File: src/rtl/bram_pkg.sv
// Shared types and width helpers for the byte-enable block RAM.
package bram_pkg;

  typedef enum logic {CLEAR, READY} bram_state_t;

  localparam int unsigned DEF_LANES      = 4;
  localparam int unsigned DEF_LANE_WIDTH = 8;

  function automatic int unsigned word_width(
    input int unsigned lanes,
    input int unsigned lane_width
  );
    return lanes * lane_width;
  endfunction

endpackage

File: src/rtl/bram_lane.sv
// One write-enable lane: LANE_WIDTH x DEPTH block array
// with a registered read port and write-first forwarding.
module bram_lane #(
  parameter int unsigned DEPTH      = 32,
  parameter int unsigned LANE_WIDTH = 8,
  parameter int unsigned ADDR_WIDTH = 5
) (
  input  logic                  clock,
  input  logic                  clr,
  input  logic                  we,
  input  logic [ADDR_WIDTH-1:0] waddr,
  input  logic [LANE_WIDTH-1:0] wdata,
  input  logic                  re,
  input  logic [ADDR_WIDTH-1:0] raddr,
  input  logic                  zero,
  input  logic                  fwd,
  output logic [LANE_WIDTH-1:0] q
);

  (* ram_style = "block" *)
  logic [LANE_WIDTH-1:0] mem [DEPTH];

  always_ff @(posedge clock) begin
    if (we) begin
      mem[waddr] <= wdata;
    end
  end

  // q only moves on a read, so it holds between reads
  always_ff @(posedge clock) begin
    if (clr) begin
      q <= '0;
    end else if (re) begin
      unique case (1'b1)
        zero:    q <= '0;
        fwd:     q <= wdata;
        default: q <= mem[raddr];
      endcase
    end
  end

endmodule

File: src/rtl/bram_sdp_be.sv
// Simple-dual-port byte-enable RAM with post-reset clear sweep.
// Define BRAM_OUT_REG_EN for an extra output register (latency 2).
module bram_sdp_be
  import bram_pkg::*;
#(
  parameter int unsigned DEPTH      = 32,
  parameter int unsigned LANES      = DEF_LANES,
  parameter int unsigned LANE_WIDTH = DEF_LANE_WIDTH,
  parameter int unsigned ADDR_WIDTH = $clog2(DEPTH)
) (
  input  logic                                       clock,
  input  logic                                       reset_n,
  input  logic                                       w_en,
  input  logic [LANES-1:0]                           w_be,
  input  logic [ADDR_WIDTH-1:0]                      write_addr,
  input  logic [word_width(LANES, LANE_WIDTH)-1:0]   write_data,
  input  logic                                       r_en,
  input  logic [ADDR_WIDTH-1:0]                      read_addr,
  output logic [word_width(LANES, LANE_WIDTH)-1:0]   read_data,
  output logic                                       read_valid,
  output logic                                       init_done
);

  localparam int unsigned WIDTH = word_width(LANES, LANE_WIDTH);
  localparam logic [ADDR_WIDTH-1:0] LAST = ADDR_WIDTH'(DEPTH - 1);

  bram_state_t           state_q;
  bram_state_t           state_d;
  logic [ADDR_WIDTH-1:0] clr_addr;
  logic [ADDR_WIDTH-1:0] clr_addr_d;
  logic                  sweep;
  logic                  ready;
  logic                  w_ok;
  logic                  r_ok;
  logic                  wr;
  logic                  rd;
  logic                  hit;
  logic [ADDR_WIDTH-1:0] waddr;
  logic [WIDTH-1:0]      wdata;
  logic [WIDTH-1:0]      q;
  logic                  valid_q;

  if (DEPTH == (1 << ADDR_WIDTH)) begin : g_pow2
    assign w_ok = 1'b1;
    assign r_ok = 1'b1;
  end else begin : g_range
    localparam logic [ADDR_WIDTH-1:0] LIMIT = ADDR_WIDTH'(DEPTH);
    assign w_ok = write_addr < LIMIT;
    assign r_ok = read_addr < LIMIT;
  end

  always_ff @(posedge clock) begin
    if (!reset_n) begin
      state_q  <= CLEAR;
      clr_addr <= '0;
      valid_q  <= 1'b0;
    end else begin
      state_q  <= state_d;
      clr_addr <= clr_addr_d;
      valid_q  <= rd;
    end
  end

  always_comb begin
    state_d    = state_q;
    clr_addr_d = clr_addr;
    sweep      = 1'b0;
    unique case (state_q)
      CLEAR: begin
        sweep      = reset_n;
        clr_addr_d = clr_addr + 1'b1;
        if (clr_addr == LAST) begin
          state_d = READY;
        end
      end
      READY: state_d = READY;
    endcase
  end

  assign ready = state_q == READY;
  assign wr    = ready & w_en & w_ok;
  assign rd    = ready & r_en;
  assign hit   = wr & r_en & r_ok
               & (write_addr == read_addr);
  assign waddr = sweep ? clr_addr : write_addr;
  assign wdata = sweep ? '0 : write_data;

  for (genvar i = 0; i < LANES; i++) begin : g_lane
    bram_lane #(
      .DEPTH      (DEPTH),
      .LANE_WIDTH (LANE_WIDTH),
      .ADDR_WIDTH (ADDR_WIDTH)
    ) u_lane (
      .clock (clock),
      .clr   (!reset_n),
      .we    (sweep | (wr & w_be[i])),
      .waddr (waddr),
      .wdata (wdata[i*LANE_WIDTH +: LANE_WIDTH]),
      .re    (rd),
      .raddr (read_addr),
      .zero  (!r_ok),
      .fwd   (hit & w_be[i]),
      .q     (q[i*LANE_WIDTH +: LANE_WIDTH])
    );
  end

`ifdef BRAM_OUT_REG_EN
  logic [WIDTH-1:0] data2_q;
  logic             valid2_q;

  always_ff @(posedge clock) begin
    if (!reset_n) begin
      data2_q  <= '0;
      valid2_q <= 1'b0;
    end else begin
      valid2_q <= valid_q;
      if (valid_q) begin
        data2_q <= q;
      end
    end
  end

  assign read_data  = data2_q;
  assign read_valid = valid2_q;
`else
  assign read_data  = q;
  assign read_valid = valid_q;
`endif

  assign init_done = ready;

endmodule

File: config.mk
export PLATFORM = sky130hd
export DESIGN_NAME = bram_sdp_be
export DESIGN_NICKNAME = d
export VERILOG_FILES = /design/src/rtl/bram_pkg.sv /design/src/rtl/bram_lane.sv /design/src/rtl/bram_sdp_be.sv
export SDC_FILE = /design/constraint.sdc
export NUM_CORES = 1
export LEC_CHECK = 0
export BUFFER_PORTS_ARGS = -buffer_cell sky130_fd_sc_hd__buf_4
export CAP_MARGIN = 20
export CORE_UTILIZATION = 50
export CTS_BUF_LIST = sky130_fd_sc_hd__clkbuf_2
export DETAILED_ROUTE_END_ITERATION = 10
export PLACE_DENSITY_LB_ADDON = 0.2
export SYNTH_ARGS = -nofsm -noshare
export SYNTH_HDL_FRONTEND = slang
export SYNTH_SLANG_ARGS = --single-unit
File: constraint.sdc
create_clock -name clock -period 2.27 [get_ports clock]
set_input_delay 0.227 -clock clock [delete_from_list [all_inputs] [get_ports clock]]
set_output_delay 0.227 -clock clock [all_outputs]
set_load 0.02 [all_outputs]
==> metrics.md <==
| Metric | Value |
|---|---|
| Crit-path max FO | `8` |
| Synth unique cells | `55` |
| Drt initial violations | `2646` |
| CTS Sinks | `about 1.1k` |
| Ys Warns | `0` |
| # rows | `roughly 110` |
| FMAX | `424 MHz` |
| Number of global-route vias before repair | `around 26k` |
| Final global-route overflow total | `0` |
| Tcrit/Tclk final | `104%` |
| First-pass GRT wire length | `167000 um` |
| RSZ-0062 raised after global routing | `yes` |
| Cell Chain, Critical Path | `buf_12 > nor2b_1 > buf_12 > a31oi_1 > nor2_2 > nand2_2 > buf_4 > nor2_1 > buf_4` |
| Arr. time, crit path | `about 3.4 ns` |
| Clock latency on the worst-skew pair | `between 1 and 1.5 ns` |
| CTS tree | `built` |
| Port Buffers | `between 80 and 90` |
| Largest stage delay, worst path | `0.35 ns` |
| Final number of max-transition violations | `0` |
| Placed Cells incl. Taps | `between 3k and 4k` |
| CP max stage cell | `dfxtp_2` |
| CTS Buf Count | `roughly 280` |
| Predominant post-synthesis flop cell | `edfxtp_1` |
| Final #Nets | `approximately 3.0k` |
| CP required | `around 3.3 ns` |
| Synthesized area per cell | `about 18 um2` |
| Vias/cell | `roughly 6` |
| Least-Margin Pin Slew | `0.922 ns` |
| Endpoints failing hold | `0` |
| Fillers | `5963` |
| Worst hold slack | `0.216 ns` |
| Top-area cell type share of the netlist area | `about 74%` |
| Dpl hpwl | `between 70000 and 80000 um` |
| Hold depth | `8` |
| Final Core Density | `about three fifths` |
| Final Wtd Congestion | `between 0.9 and 1` |
| Largest area contributor in the netlist | `edfxtp_1` |
| Core area | `approximately 0.082 mm2` |
| Rel. slew slack | `a little under 40%` |
| Antenna viol nets, final | `0` |
| Number of flops mapped to enable cells by yosys | `about 1k` |
| R2R depth | `9` |
| Critical path class | `reg -> reg` |
| Die height | `roughly 290 um` |
| Initial Util | `between 50 and 60%` |
| Syn_nets | `about 2.3k` |
| TNS Setup | `-1.81 ns` |
| CTS clk-pin slew, worst paths | `~0.090 ns` |
| Post-synthesis cell count | `approximately 2.3k` |
| Post-route minimum period | `2.36 ns` |
| Ratio of cells with drive above 1 in the final layout | `between 30 and 40%` |
| Async set-reset flop share out of synthesis | `0%` |
| Root Driver | `clkbuf_2` |
| H-tree depth | `5` |
| Maximum root-to-sink buffer count | `4` |
| GRT Total Usage | `between 20% and 30%` |
| P_leak | `approximately 18 nW` |
| Failing checks | `setup timing` |
| Power Total | `between 30 and 40 mW` |
| Routed WL per cell | `between 20 and 30 um` |
| WL final | `between 100000 and 150000 um` |
| Clock skew | `around 0.13 ns` |
| Setup violators final | `~80` |
| Sequential element share of the synthesized area | `75.4%` |
| Drt pass-1 iters | `6` |
| DR vias | `approximately 25k` |
| PD cells | `between 700 and 800 mW/mm2` |
| Die Wd | `about 290 um` |
| DRC | `0` |
| # IOs | `84` |
| Area Growth Syn to Fin | `21.9%` |
| Hold Path Class | `in -> reg` |
| Status | `finished, violations left` |
| CP startpoint kind | `flip-flop` |
| Crit. End Element | `flip-flop` |
| Post-Layout Cell Count | `approximately 4.2k` |
| Die area | `roughly 0.085 mm2` |
| Final worst slack | `-0.0884 ns` |
| VDD IR-drop max | `between 0.4 and 0.5 mV` |
| Synthesized area | `between 0.04 and 0.05 mm2` |
| Flops & latches, synth | `between 1k and 1.5k` |
| Largest net degree at the start of global routing | `between 40 and 50` |
| Initial antenna violation count | `2` |
| Max Cap Viol | `0` |
| Top cells by area, synth | `edfxtp_1 (74%), mux4_2 (7.7%), mux2i_1 (5.6%)` |
-- metrics by stage --
stage / cell area [um2] / setup WS, ns
floorplan: 41800 / -0.0335
global placement: 46800 / -0.354
detailed placement: 46800 / -0.314
CTS: 50500 / -0.124
global route: 51000 / -0.102
finish: 51000 / -0.0884
-- flip-flops by register name, summed over array words and instances, names as in the netlist --
signal             count
init_done              1
read_valid             1
g_lane.u_lane.q       32
g_lane.u_lane.mem   1024
clr_addr               5
-- cell families (layout without fill, tap and decap cells) --
kind of cell               count (synthesis)  in the layout  share of synthesized area [%]
muxes                                    378            378                           13.3
adders and majority gates                  2              2                         0.0599
DFF                                     1063           1063                           75.4
buffers and inverters                    167           1044                           1.65
and+or+nand+nor                          399            399                           4.48
other                                      0              1                              0
AOI/OAI and AO/OA                        258            258                           4.84
xor gates and xnor gates                   8              8                          0.186
-- worst max-delay path, delay by kind of cell, from the launching register on --
kind	cells	cell delay (ns)
simple gates	4	0.82
buf+inv	4	0.71
flops	1	0.35
compound gates	1	0.15
-- cells in the mapped netlist, types with 10 or more instances --
| cell type | number |
|---|---|
| a22oi_1 | 169 |
| a31oi_1 | 10 |
| and2_1 | 12 |
| buf_1 | 17 |
| buf_2 | 43 |
| clkbuf_1 | 78 |
| dfxtp_1 | 39 |
| edfxtp_1 | 1024 |
| inv_1 | 26 |
| mux2i_1 | 233 |
| mux4_2 | 143 |
| nand2_1 | 88 |
| nand3_1 | 64 |
| nand4_1 | 28 |
| nor2_1 | 149 |
| o211ai_1 | 24 |
| o211ai_2 | 22 |
-- final cells by class --
class                   instances  area [um2]  share of cell area [%]
well taps                    1070        1340                    2.63
inverters                      28         105                   0.206
multi-input cells            1045        9970                    19.6
clock inverters                51         325                   0.638
diodes                          1        2.50                 0.00491
repair buffers                566        5620                    11.0
flip-flops and latches       1063       31600                    62.0
clock buffers                 399        2000                    3.92
-- placed cells by master, fill, tap and decap left out, drive strengths merged, types with 5 or more instances in the layout --
| cell | netlist | routed |
|---|---|---|
| nand4 | 28 | 28 |
| xor2 | 6 | 6 |
| nand3b | 9 | 9 |
| and2 | 12 | 12 |
| clkbuf | 78 | 399 |
| a31oi | 10 | 10 |
| nor2 | 149 | 149 |
| mux2i | 233 | 233 |
| a22oi | 169 | 169 |
| o211ai | 46 | 46 |
| mux4 | 143 | 143 |
| o22ai | 6 | 6 |
| nand2 | 89 | 89 |
| a21oi | 5 | 5 |
| dfxtp | 39 | 39 |
| bufinv | 0 | 5 |
| nor3 | 6 | 6 |
| nor3b | 9 | 9 |
| nor2b | 6 | 6 |
| and3 | 9 | 9 |
| edfxtp | 1024 | 1024 |
| nand3 | 64 | 64 |
| buf | 61 | 459 |
| inv | 27 | 32 |
| a221o | 7 | 7 |
| clkinv | 1 | 42 |
| dlygate4sd3 | 0 | 107 |
| o21ai | 5 | 5 |
-- power by group --
| group | leakage (nW) | internal, mW | switching, mW |
|---|---|---|---|
| Sequential | 9.70 | 21.6 | 0.0414 |
| Clock | 1.82 | 5.19 | 7.34 |
| Combinational | 6.84 | 1.16 | 1.66 |
-- path summary, 6_finish.rpt --
path / from / slack [ns] / end
min: write_addr[2] / 0.22 / g_lane[2].u_lane.q[5]
max reg2reg: init_done / -0.09 / g_lane[3].u_lane.mem[31][4]
max: init_done / -0.09 / g_lane[3].u_lane.mem[31][4]
min reg2reg: g_lane[3].u_lane.q[0] / 0.50 / g_lane[3].u_lane.q[0]
-- routing by layer --
metal / wire length, um / part of all wire [%] / track usage, % / vias up
li1: - / - / - / 10700
met1: 45600 / 40 / 37.6 / 12700
met2: 55300 / 49 / 43.2 / 1362
met3: 10700 / 9.4 / 6.31 / 156
met4: 2300 / 2.0 / 8.31 / 0
met5: 0 / 0 / 0 / -
-- repair_timing --
item | CTS | global route
cloned | 0 | 0
hold endpoints to repair | 2087 | 0
hold buffers | 108 | 0
buffers inserted | 7 | 3
setup endpoints to repair | 812 | 876
pin swaps | 4 | 17
gates resized for setup | 96 | 130
Note: power is estimated with default switching activity, not from simulation.
